### config.mk
export PLATFORM = sky130hd
export DESIGN_NAME = square_wave_meter
export DESIGN_NICKNAME = d
export VERILOG_FILES = /design/src/rtl/square_wave_meter.sv
export SDC_FILE = /design/constraint.sdc
export NUM_CORES = 1
export LEC_CHECK = 0
export ABC_AREA = 1
export CORE_UTILIZATION = 57
export CTS_CLUSTER_SIZE = 10
export DETAILED_ROUTE_END_ITERATION = 8
export PLACE_DENSITY_LB_ADDON = 0.3
export SYNTH_ARGS = -nofsm -noshare
export SYNTH_HDL_FRONTEND = slang
export SYNTH_SLANG_ARGS = --single-unit
### constraint.sdc
create_clock -name clk -period 2.4 [get_ports clk]
set_clock_uncertainty 0.15 [all_clocks]
set_input_delay 0.48 -clock clk [delete_from_list [all_inputs] [get_ports clk]]
set_output_delay 0.48 -clock clk [all_outputs]
set_load 0.03 [all_outputs]
### src/rtl/square_wave_meter.sv
// Square-wave period / high-time meter on a sampled 8-bit waveform.
// Build option SQW_METER_HYST_EN: hysteresis comparator (THRESH_HI/THRESH_LO) instead of a mid-scale slicer.

module square_wave_meter #(
   parameter int unsigned CNT_BITS  = 32,
   parameter logic [31:0] TIMEOUT   = 32'd50000000,
   parameter logic [7:0]  THRESH_HI = 8'hC0,
   parameter logic [7:0]  THRESH_LO = 8'h40
) (
   input  logic                clk,
   input  logic                reset,
   input  logic [7:0]          adc_in,
   output logic [CNT_BITS-1:0] period,
   output logic [CNT_BITS-1:0] high_time,
   output logic                meas_valid,
   output logic                no_signal
);

   // state | meaning
   // IDLE  | disarmed; waiting for a rising edge to start counting
   // HIGH  | counting, waveform above threshold since the last rise
   // LOW   | counting, waveform below threshold; next rise closes a period

   typedef enum logic [1:0] {
      IDLE = 2'd0,
      HIGH = 2'd1,
      LOW  = 2'd2
   } state_t;

   localparam logic [CNT_BITS-1:0] TIMEOUT_C = CNT_BITS'(TIMEOUT);

   state_t              state;
   state_t              state_nxt;
   logic [7:0]          adc_q;
   logic                level;
   logic                level_d;
   logic                rise;
   logic                fall;
   logic [CNT_BITS-1:0] cnt;
   logic [CNT_BITS-1:0] hi_cnt;
   logic [CNT_BITS-1:0] cap_period;
   logic [CNT_BITS-1:0] cap_high;
   logic [1:0]          stb;
   logic                arm_cnt;
   logic                latch_hi;
   logic                capture;
   logic                timeout_hit;

   always_ff @(posedge clk) begin
      if (reset) begin
         adc_q   <= '0;
         level_d <= 1'b0;
      end else begin
         adc_q   <= adc_in;
         level_d <= level;
      end
   end

`ifdef SQW_METER_HYST_EN
   always_ff @(posedge clk) begin
      if (reset) begin
         level <= 1'b0;
      end else if (adc_q >= THRESH_HI) begin
         level <= 1'b1;
      end else if (adc_q <= THRESH_LO) begin
         level <= 1'b0;
      end
   end
`else
   // Equivalent to adc_q[7]; written as a compare so every sample bit is consumed.
   always_ff @(posedge clk) begin
      if (reset) begin
         level <= 1'b0;
      end else begin
         level <= (adc_q >= 8'h80);
      end
   end
`endif

   assign rise = level & ~level_d;
   assign fall = ~level & level_d;

   always_ff @(posedge clk) begin
      if (reset) begin
         state <= IDLE;
      end else begin
         state <= state_nxt;
      end
   end

   always_comb begin
      state_nxt   = state;
      arm_cnt     = 1'b0;
      latch_hi    = 1'b0;
      capture     = 1'b0;
      timeout_hit = 1'b0;
      unique case (state)
         IDLE: begin
            if (rise) begin
               state_nxt = HIGH;
               arm_cnt   = 1'b1;
            end
         end
         HIGH: begin
            if (cnt >= TIMEOUT_C) begin
               state_nxt   = IDLE;
               timeout_hit = 1'b1;
            end else if (fall) begin
               state_nxt = LOW;
               latch_hi  = 1'b1;
            end
         end
         LOW: begin
            if (cnt >= TIMEOUT_C) begin
               state_nxt   = IDLE;
               timeout_hit = 1'b1;
            end else if (rise) begin
               state_nxt = HIGH;
               capture   = 1'b1;
               arm_cnt   = 1'b1;
            end
         end
         default: state_nxt = IDLE;
      endcase
   end

   // The capture is delayed two cycles so meas_valid lands 4 clocks after the crossing sample.
   always_ff @(posedge clk) begin
      if (reset) begin
         cnt        <= '0;
         hi_cnt     <= '0;
         cap_period <= '0;
         cap_high   <= '0;
         stb        <= 2'b00;
         period     <= '0;
         high_time  <= '0;
         meas_valid <= 1'b0;
         no_signal  <= 1'b1;
      end else begin
         if (arm_cnt) begin
            cnt <= {{(CNT_BITS-1){1'b0}}, 1'b1};
         end else if ((state != IDLE) && (cnt != '1)) begin
            cnt <= cnt + 1'b1;
         end
         if (latch_hi) begin
            hi_cnt <= cnt;
         end
         if (capture) begin
            cap_period <= cnt;
            cap_high   <= hi_cnt;
         end
         stb        <= {stb[0], capture};
         meas_valid <= stb[1];
         if (stb[1]) begin
            period    <= cap_period;
            high_time <= cap_high;
            no_signal <= 1'b0;
         end
         if (timeout_hit) begin
            period    <= '0;
            high_time <= '0;
            no_signal <= 1'b1;
         end
      end
   end

endmodule

Yosys cells after proc, flatten, opt, wreduce, memory -nomap -nowiden
Index checks and enable logic that the tools add are counted.
{"block": "word_totals", "out_inout_bits": 66, "reg_bits": 208}
{"block": "classes", "eq_ne": 4, "mux": 16, "addsub": 1, "bitwise_logic": 4, "order_cmp": 2, "reduce_logical": 7}
{"op": "32-bit by 1-bit adder with 32-bit output, second input constant", "n": 1}
{"op": "32-bit by 26-bit >= comparator with 1-bit output, second input constant", "n": 1}
{"op": "32-bit != test, second input constant", "n": 1}
{"op": "1-bit two-way mux", "n": 10}
{"op": "8-bit >= comparator, second input constant", "n": 1}
{"op": "2-bit two-way mux", "n": 4}
{"op": "2-bit case mux with 3 select lines", "n": 1}
{"op": "2-bit OR reduction", "n": 3}
{"op": "2-bit nonzero test", "n": 2}
{"op": "3-bit != test, second input constant", "n": 1}
{"op": "1-bit bitwise AND", "n": 2}
{"op": "2-bit by 1-bit == test with 1-bit output, second input constant", "n": 1}
{"op": "2-bit == test, second input constant", "n": 1}
{"op": "2-bit logical NOT", "n": 1}
{"op": "1-bit inverter", "n": 2}
{"op": "1-bit case mux with 2 select lines", "n": 1}
{"op": "1-bit logical AND", "n": 1}

Depth between registers and ports, before layout
Gate-level depths: netlist (run 1).
{"block": "depth", "ltp_word": 6, "depth_mapped": 14, "ltp_nobuf": 13}

Worst setup path before layout (run 1)
OpenSTA, ideal clock, no wires.
{"block": "synth_path", "path_kind": "flip-flop to flip-flop", "startpoint": "reg cnt[0]", "endpoint": "reg cnt[20]", "path_stages_with_launch": 13, "path_buffers": 1, "synth_period_minus_slack_ns": 1.970, "t_required_ns": 2.133, "arrival_ns": 1.703, "path_slack_ns": 0.430, "path_cell_list": "dfxtp_1 ha_1 nand2_1 nor2_1 nand2_1 nor2_1 nand2_1 nand2_2 inv_1 buf_6 nand2_1 xor2_1 nor2_1"}
{"block": "synth_between", "elab_chain_cells": 4}
{"item": "start: declaration", "line": "39", "rtl": "logic [CNT_BITS-1:0] cnt;"}
{"item": "start signal: assignment", "line": "141", "rtl": "cnt <= {{(CNT_BITS-1){1'b0}}, 1'b1};"}
{"item": "start signal: assignment", "line": "143", "rtl": "cnt <= cnt + 1'b1;"}
{"item": "32-bit by 26-bit >= comparator with 1-bit output", "line": "114", "rtl": "if (cnt >= TIMEOUT_C) begin"}
{"item": "1-bit two-way mux", "line": "114"}
{"item": "1-bit case mux with 2 select lines", "line": "97", "rtl": "unique case (state)"}
{"item": "2-bit OR reduction (no source line)"}
Parallel ways exist; a longest one is shown, timed or not.
A chain may end at the register's enable or synchronous reset.

Worst setup path after layout (run 1)
{"block": "layout_path", "startpoint": "reg cnt[0]", "endpoint": "reg cnt[18]"}
Same word-level chain as after synthesis.

==> out/metrics.csv, run 1 <==
stage,metric,value,unit
job,MaxCap Viol Count,0,
floorplanning,Die Ht,119.7,um
logic_synthesis,Synth Area in Compound Gates,11.34,%
timing,min cycle time layout,2.263,ns
logic_synthesis,adder-cell share of the synthesized area,0.9503,%
clock_network,clk_lat worst skew,0.50,ns
timing,# setup viols final,0,
floorplanning,Initial Utilization,58.95,%
critical_path,Worst Path Required,2.63,ns
layout,layout net count,1134,
logic_synthesis,post-synth cell types,34,
logic_synthesis,syn avg cell area,7.502,um^2
floorplanning,Placeable Area,13400,um^2
floorplanning,Die W,119.7,um
logic_synthesis,syn_nets,1069,
clock_network,CTS clock-pin slew for the worst setup and hold paths,0.05,ns
routing,total wire length,17.59,mm
clock_network,root buffer cell,clkbuf_16,
critical_path,worst-path maximum fanout,13,
routing,1st-pass router iterations,5,
global_route,initial antenna violation count,0,
critical_path,startpoint types,flip-flop,
clock_network,post-CTS setup buffers,0,
placement,routability cong.,0.9520,
logic_synthesis,combinational family with the most area after synthesis,simple AND/OR/NAND/NOR gates,
logic_synthesis,Synth area leaders,"dfxtp_1, nand2_1, nor2_1, o21ai_0, a21oi_1",
routing,Routed WL per cell,13.57,um
placement,pre-CTS setup slack,0.1619,ns
timing,RSZ-0062 raised after global routing,true,
pwr,Total Power,6.927,mW
clock_network,Sink Count,201,
layout,Synth-to-Final Area Change,20.48,%
critical_path,Worst path max stage delay,0.37,ns
critical_path,Crit path arrival time,2.49,ns
global_route,total gr overflow,0,
placement,# placed instances,1267,
routing,"antenna viol nets, final",0,
clock_network,CTS H-tree depth,1,
timing,period utilization,94.31,%
logic_synthesis,cell taking the most area after synthesis,dfxtp_1,
pwr,Peak VDD IR,862.5,uV
min_path,Hold/Removal Path Class,flip-flop to flip-flop,
logic_synthesis,Ys Warns,0,
timing,Slew Limit Fails,0,
layout,# diodes,0,
logic_synthesis,post-synthesis instance area,7900,um^2
floorplanning,Rows,42,
timing,setup TNS,0,ns
routing,vias,6816,
global_route,first-pass GRT wire length,29.17,mm
critical_path,CP Cell Sequence,ha_1 -> nand2_1 -> nor2_1 -> nand2_1 -> nor2_1 -> nand2_1 -> nand2_2 -> inv_1 -> nand2_1 -> xor2_1 -> nor2_1,
layout,final std cells w/o fill,1296,
timing,Worst-Margin Slew,0.6472,ns
layout,layout cells sized above 1,9.107,%
critical_path,most frequent CP cell,nand2_1,
clock_network,CTS Hold Bufs,0,
logic_synthesis,XOR/XNOR share of the synthesized area,2.439,%
logic_synthesis,Mapped Cells,1053,
timing,f_max,441.8,MHz
global_route,largest net degree at the start of global routing,86,
critical_path,critical path endpoint category,flip-flop,
logic_synthesis,Synth top area share,50.93,%
clock_network,CTS tree,built,
global_route,vias in the first global route,6241,
routing,via/cell ratio,5.259,
placement,placed wire-length estimate,11.48,mm
timing,Final WS setup,0.1367,ns
routing,DRC viols,0,
pwr,Pleak,3.357,nW
logic_synthesis,Seq cells post-synth,201,
logic_synthesis,sequential share of the synthesized area,50.93,%
logic_synthesis,post-synthesis mux area share,0,%
floorplanning,die area,14330,um^2
placement,port buffer count,68,
layout,final core utilization,71.03,%
logic_synthesis,Post-Synth Simple-Gate Area,28.30,%
global_route,GRT Overall Usage,24.81,%
clock_network,CTS max path bufs,3,
timing,relative slew slack,56.85,%
routing,DRT iter0 DRCs,477,
outcome,outcome,completed,
pwr,total power density per cell area,727.7,nW/um^2
critical_path,slowest CP cell,dfxtp_1,
critical_path,Setup Crit Path Kind,flip-flop to flip-flop,
timing,Final Hold Vio Count,0,
floorplanning,IO Pins,76,
clock_network,CTS Buf Count,24,
[Yosys cell counts]
cell type  instances
nor2_4             1
buf_6              5
nor3b_1            2
inv_2              7
buf_1              2
nor2_2            22
nand2_2            2
inv_1             36
nand2_1          250
nand3_2            2
o21bai_1           2
nor3_1            12
buf_4              7
buf_2             20
and2_1             1
dfxtp_1          201
nand3_1           11
nor4_1             1
nand3_4            2
o21ai_0           89
ha_1               6
a21o_1             1
clkbuf_2           1
o21ai_1            1
nand4_1           12
nand3b_1           1
o21a_1             1
a21oi_1           83
nor2_1           223
clkbuf_1          25
xor2_1            19
and2_4             1
nor3_2             1
xnor2_1            3
[path summary, 6_finish.rpt]
| check | slack (ns) | cells after the start | from | end |
|---|---|---|---|---|
| setup / recovery | 0.14 | 11 | cnt[0] | cnt[18] |
| hold / removal | 0.26 | 2 | stb[0] | stb[1] |
| hold reg to reg | 0.26 | 2 | stb[0] | stb[1] |
| setup reg to reg | 0.14 | 11 | cnt[0] | cnt[18] |
[worst max-delay path, delay by kind of cell, from the launching register on]
family / cells / cell delay (ns)
fa+ha+maj: 1 / 0.19
xor+xnor: 1 / 0.16
flops: 1 / 0.37
simple gates: 8 / 1.01
buf+inv: 1 / 0.24
[layout make-up]
type                            instances  area (um^2)
Sequential cell                       201         4025
Clock buffer                           25        604.3
Inverter                               43        161.4
Timing Repair Buffer                   99         1010
Multi-Input combinational cell        749         3421
Fill cell                            1084         3882
Clock inverter                          3        76.32
Tap cell                              176        220.2
[kinds of logic (layout without fill, tap and decap cells)]
group	count (synthesis)	after routing
AO/OA/AOI/OAI	177	177
AND/OR/NAND/NOR	544	544
buffers and inverters	103	170
adder cells (fa/ha/maj)	6	6
flip-flops	201	201
XOR/XNOR	22	22
[stage by stage]
step	hold slack (ns)	area [um^2]
floorplan	0.2383	7900
global placement	0.2324	8798
detailed placement	0.2521	8798
CTS	0.2595	9479
global route	0.2732	9518
finish	0.2554	9518
[where the power goes]
| part | leakage (nW) | internal (mW) | switching (mW) |
|---|---|---|---|
| sequential | 1.62 | 3.37 | 0.0191 |
| combinational | 1.40 | 0.100 | 0.208 |
| clock | 0.332 | 1.98 | 1.25 |
| total | 3.36 | 5.45 | 1.47 |
[routing by layer]
metal / track usage, % / part of all wire [%] / vias to the layer above
li1: - / - / 3451
met1: 31.71 / 44 / 3130
met2: 42.96 / 48 / 198
met3: 3.184 / 5.2 / 37
met4: 8.750 / 2.6 / 0
met5: 0 / 0 / -
[state kept, by name, summed over array words and instances, names as in the netlist]
name / flops
cap_period: 32
level: 1
cap_high: 32
stb: 2
cnt: 32
no_signal: 1
state: 2
hi_cnt: 32
period: 32
adc_q: 1
meas_valid: 1
high_time: 32
level_d: 1
[cells in the final DEF, fill, tap and decap left out, drive strengths merged]
cell / count
o21a: 1
nor3b: 2
o21ai: 90
clkbuf: 26
nand3b: 1
nor3: 13
nand2: 252
bufinv: 2
a21oi: 83
clkinv: 1
xnor2: 3
clkdlybuf4s50: 68
o21bai: 2
dfxtp: 201
buf: 30
nor4: 1
xor2: 19
and2: 2
nor2: 246
nand3: 15
a21o: 1
ha: 6
inv: 43
nand4: 12
[timing repair]
action / in CTS / in global routing
hold endpoints to repair: 0 / 0
setup endpoints to repair: 0 / 6
gates resized for setup: 0 / 4
Note: power is estimated with default switching activity, not from simulation.
==> run 2, diff against run 1 <==
- ABC_AREA: 1 -> not set
- CORE_UTILIZATION: 57 -> 58
- clock period: 2.4 -> 2.75 ns (I/O delays scaled with it)
==> run 2 against run 1 <==
Sequential share of layout area increased by 1.7 points. First-iteration DRC count decreased by 31%. Final area decreased by 3.7%. Critical path type unchanged. Worst hold slack improved by 0.029 ns. Flip-flop and latch count unchanged. Via count decreased by 15%. Wire length decreased by 6.4%. Core utilization increased by 1.0 points. Critical path depth decreased by 4. Sequential power decreased by 14%.
==> out/metrics.csv, run 2 <==
stage,metric,value,unit,change
clock_network,CTS clock-pin slew for the worst setup and hold paths,0.05,ns,about the same
floorplanning,die area,13610,um^2,-5.1%
placement,placed wire-length estimate,11.55,mm,+0.64%
critical_path,Crit path arrival time,2.68,ns,+0.19 ns
critical_path,worst-path maximum fanout,11,,-2
placement,port buffer count,68,,unchanged
pwr,total power density per cell area,619.6,nW/um^2,-15%
pwr,Pleak,3.276,nW,-2.4%
layout,Synth-to-Final Area Change,20.20,%,
critical_path,Worst Setup EP,cnt[0],,
critical_path,reg2reg setup slack,0.27,ns,+0.14 ns
logic_synthesis,top-count cell post-synth,dfxtp_1,,
layout,layout net count,904,,-20%
timing,RSZ-0062 raised after global routing,false,,
floorplanning,IO Pins,76,,unchanged
logic_synthesis,Post-synth EDFFs,0,,unchanged
layout,register area,4028,um^2,about the same
critical_path,Top delay family on crit path,simple AND/OR/NAND/NOR gates,,
logic_synthesis,Synth area leaders,"dfxtp_1, mux2i_1, nor2_1, nand2_1, a21oi_1",,
logic_synthesis,sequential share of the synthesized area,52.77,%,+1.8 points
logic_synthesis,cell taking the most area after synthesis,dfxtp_1,,
logic_synthesis,Most used DFF post-synth,dfxtp_1,,
layout,final std cells w/o fill,1062,,-18%
routing,total wire length,16.46,mm,-6.4%
clock_network,root buffer cell,clkbuf_16,,
logic_synthesis,syn_nets,835,,-22%
logic_synthesis,Mapped Cells,819,,-22%
placement,routability cong.,0.8775,,-7.8%
pwr,Clock Power Share,46.9,%,+0.3 points
routing,via/cell ratio,5.425,,+3.1%
global_route,largest net degree at the start of global routing,60,,-30%
routing,DRC viols,0,,unchanged
critical_path,CP Buf/Inv Count,1,,unchanged
layout,"Design Area, Final",9165,um^2,-3.7%
pwr,internal power,4.543,mW,-17%
routing,1st-pass router iterations,5,,unchanged
timing,Final Hold Vio Count,0,,unchanged
critical_path,CP Cell Sequence,buf_4 -> nand3_1 -> nor3_2 -> and3_1 -> mux2i_1 -> nor2_1 -> a311oi_1,,
logic_synthesis,post-synthesis instance area,7625,um^2,-3.5%
floorplanning,Placeable Area,12720,um^2,-5.1%
pwr,Net Switching,1.136,mW,-23%
layout,multi-input logic area,3312,um^2,-3.2%
timing,relative slew slack,67.57,%,+11 points
pwr,Peak VDD IR,386.1,uV,-55%
floorplanning,Initial Utilization,59.93,%,+0.98 points
job,MaxCap Viol Count,0,,unchanged
routing,DRT iter0 DRCs,329,,-31%
timing,Slew Limit Fails,0,,unchanged
critical_path,R2R Path End,cnt[0],,
floorplanning,Die W,116.7,um,-2.6%
critical_path,slowest CP cell,and3_1,,
floorplanning,Die Ht,116.7,um,-2.6%
critical_path,WP depth,7,,-4
clock_network,Resize count post-CTS,0,,unchanged
pwr,Seq pwr share,51.5,%,+2.6 points
routing,vias,5761,,-15%
routing,"antenna viol nets, final",0,,unchanged
logic_synthesis,commonest cells in the synthesized netlist,"dfxtp_1, nor2_1, nand2_1",,
layout,# diodes,0,,unchanged
clock_network,clk_lat worst skew,0.50,ns,about the same
global_route,GRT Overall Usage,24.98,%,+0.17 points
timing,Worst-Margin Slew,0.4865,ns,-0.1607 ns
critical_path,Worst Path Required,2.95,ns,+0.32 ns
logic_synthesis,Synth top area share,52.77,%,+1.8 points
min_path,worst hold start,adc_q[7],,
logic_synthesis,post-synth cell types,45,,+32%
clock_network,CTS Buf Count,24,,unchanged
timing,period utilization,90.09,%,-4.2 points
clock_network,CTS max path bufs,3,,unchanged
pwr,combinational share of power,1.7,%,-2.7 points
timing,min cycle time layout,2.477,ns,+0.2141 ns
logic_synthesis,"FFs w/ async S/R, synth",0,%,unchanged
logic_synthesis,Ys Warns,0,,unchanged
clock_network,Sink Count,201,,unchanged
clock_network,CTS Hold Bufs,0,,unchanged
critical_path,Setup Crit Path Kind,flip-flop to flip-flop,,
floorplanning,Rows,41,,-2.4%
min_path,Hold/Removal Path Class,flip-flop to flip-flop,,
pwr,sw frac,20.00,%,-1.3 points
placement,# placed instances,1034,,-18%
outcome,outcome,completed,,
clock_network,CTS tree,built,,
critical_path,startpoint types,flip-flop,,
routing,Routed WL per cell,15.50,um,+14%
layout,most frequent cells in the layout,"dfxtp_1, nor2_1, nand2_1",,
global_route,vias in the first global route,5686,,-8.9%
placement,area post-placement,8519,um^2,-3.2%
layout,fillers,978,,-9.8%
critical_path,FF-to-FF Start,cnt[13],,
timing,# setup viols final,0,,unchanged
critical_path,R2R depth,7,,-4
layout,"most common cell after layout, fill and taps aside",dfxtp_1,,
global_route,total gr overflow,0,,unchanged
critical_path,critical path endpoint category,flip-flop,,
global_route,initial antenna violation count,0,,unchanged
timing,setup TNS,0,ns,unchanged
clock_network,post-CTS setup buffers,0,,unchanged
timing,f_max,403.6,MHz,-8.6%
layout,layout cells sized above 1,9.438,%,+0.33 points
logic_synthesis,syn avg cell area,9.310,um^2,+24%
critical_path,Worst path max stage delay,0.54,ns,+0.17 ns
global_route,first-pass GRT wire length,26.95,mm,-7.6%
logic_synthesis,Seq cells post-synth,201,,unchanged
clock_network,CTS H-tree depth,1,,unchanged
critical_path,Crit. Startpoint,cnt[13],,
## run 2: changes by cell type after synthesis, moves of 10 or more
cell and change:
nor2_2 -22, xor2_1 -15, and2_1 +11, a21oi_2 +10, mux2i_1 +91, nor2_1 -85, nand2_1 -124, xnor2_1 +21
o21ai_0 -85, inv_1 -22, a21oi_1 -29
## run 2: power groups by stage
stage                     clock network (mW)  registers [mW]  logic (mW)
after floorplan                            0            2.98      0.0653
after global placement                     0            2.98      0.0898
after detailed placement                   0            2.98      0.0933
after CTS                               2.71            2.92      0.0942
after global routing                    2.83            2.92       0.102
final                                   2.66            2.92      0.0944
## run 2: cell families (layout without fill, tap and decap cells)
group	count (synthesis)	after routing	share of synthesized area, %
compound gates	84	84	6.941
xor+xnor	28	28	3.216
fa+ha+maj	6	6	0.9845
buf+inv	66	137	4.070
flops	201	201	52.77
mux	91	91	11.95
simple gates	343	343	20.07
## run 2: worst min-delay path by stage
| stage | end | slack [ns] | cells past startpoint |
|---|---|---|---|
| final | level | 0.28 | 1 |
| after global placement | stb[1] | 0.27 | 1 |
| after floorplan | level | 0.26 | 1 |
| after detailed placement | level | 0.27 | 1 |
| after CTS | level | 0.28 | 1 |
| after global routing | level | 0.30 | 1 |
## run 2: stage by stage
step	hold slack (ns)	setup WS (ns)	power, mW	utilization, %
floorplan	0.2638	0.7109	3.050	-
global placement	0.2725	0.2978	3.073	66.97
detailed placement	0.2741	0.2088	3.077	66.97
CTS	0.2849	0.2099	5.722	72.01
global route	0.3048	0.06623	5.851	72.04
finish	0.2847	0.2726	5.679	72.04
## run 2: area by class of cell
cell class	count	share of cell area, %
Timing Repair Buffer	95	9.993
Multi-Input combinational cell	552	36.14
Clock inverter	1	0.09556
Sequential cell	201	43.95
Tap cell	172	2.348
Clock buffer	27	6.908
Inverter	14	0.5734
## run 2: worst register-to-register path: cells and delay by family, from the launching register on
family / cells / cell delay [ns]
flops: 1 / 0.41
simple gates: 4 / 1.37
buf+inv: 1 / 0.19
compound gates: 1 / 0.06
mux: 1 / 0.16
## run 2: layer usage
metal | global-route usage (%) | part of all wire [%]
met1 | 29.70 | 42
met2 | 45.25 | 51
met3 | 4.152 | 4.2
met4 | 9.114 | 2.5
met5 | 0 | 0
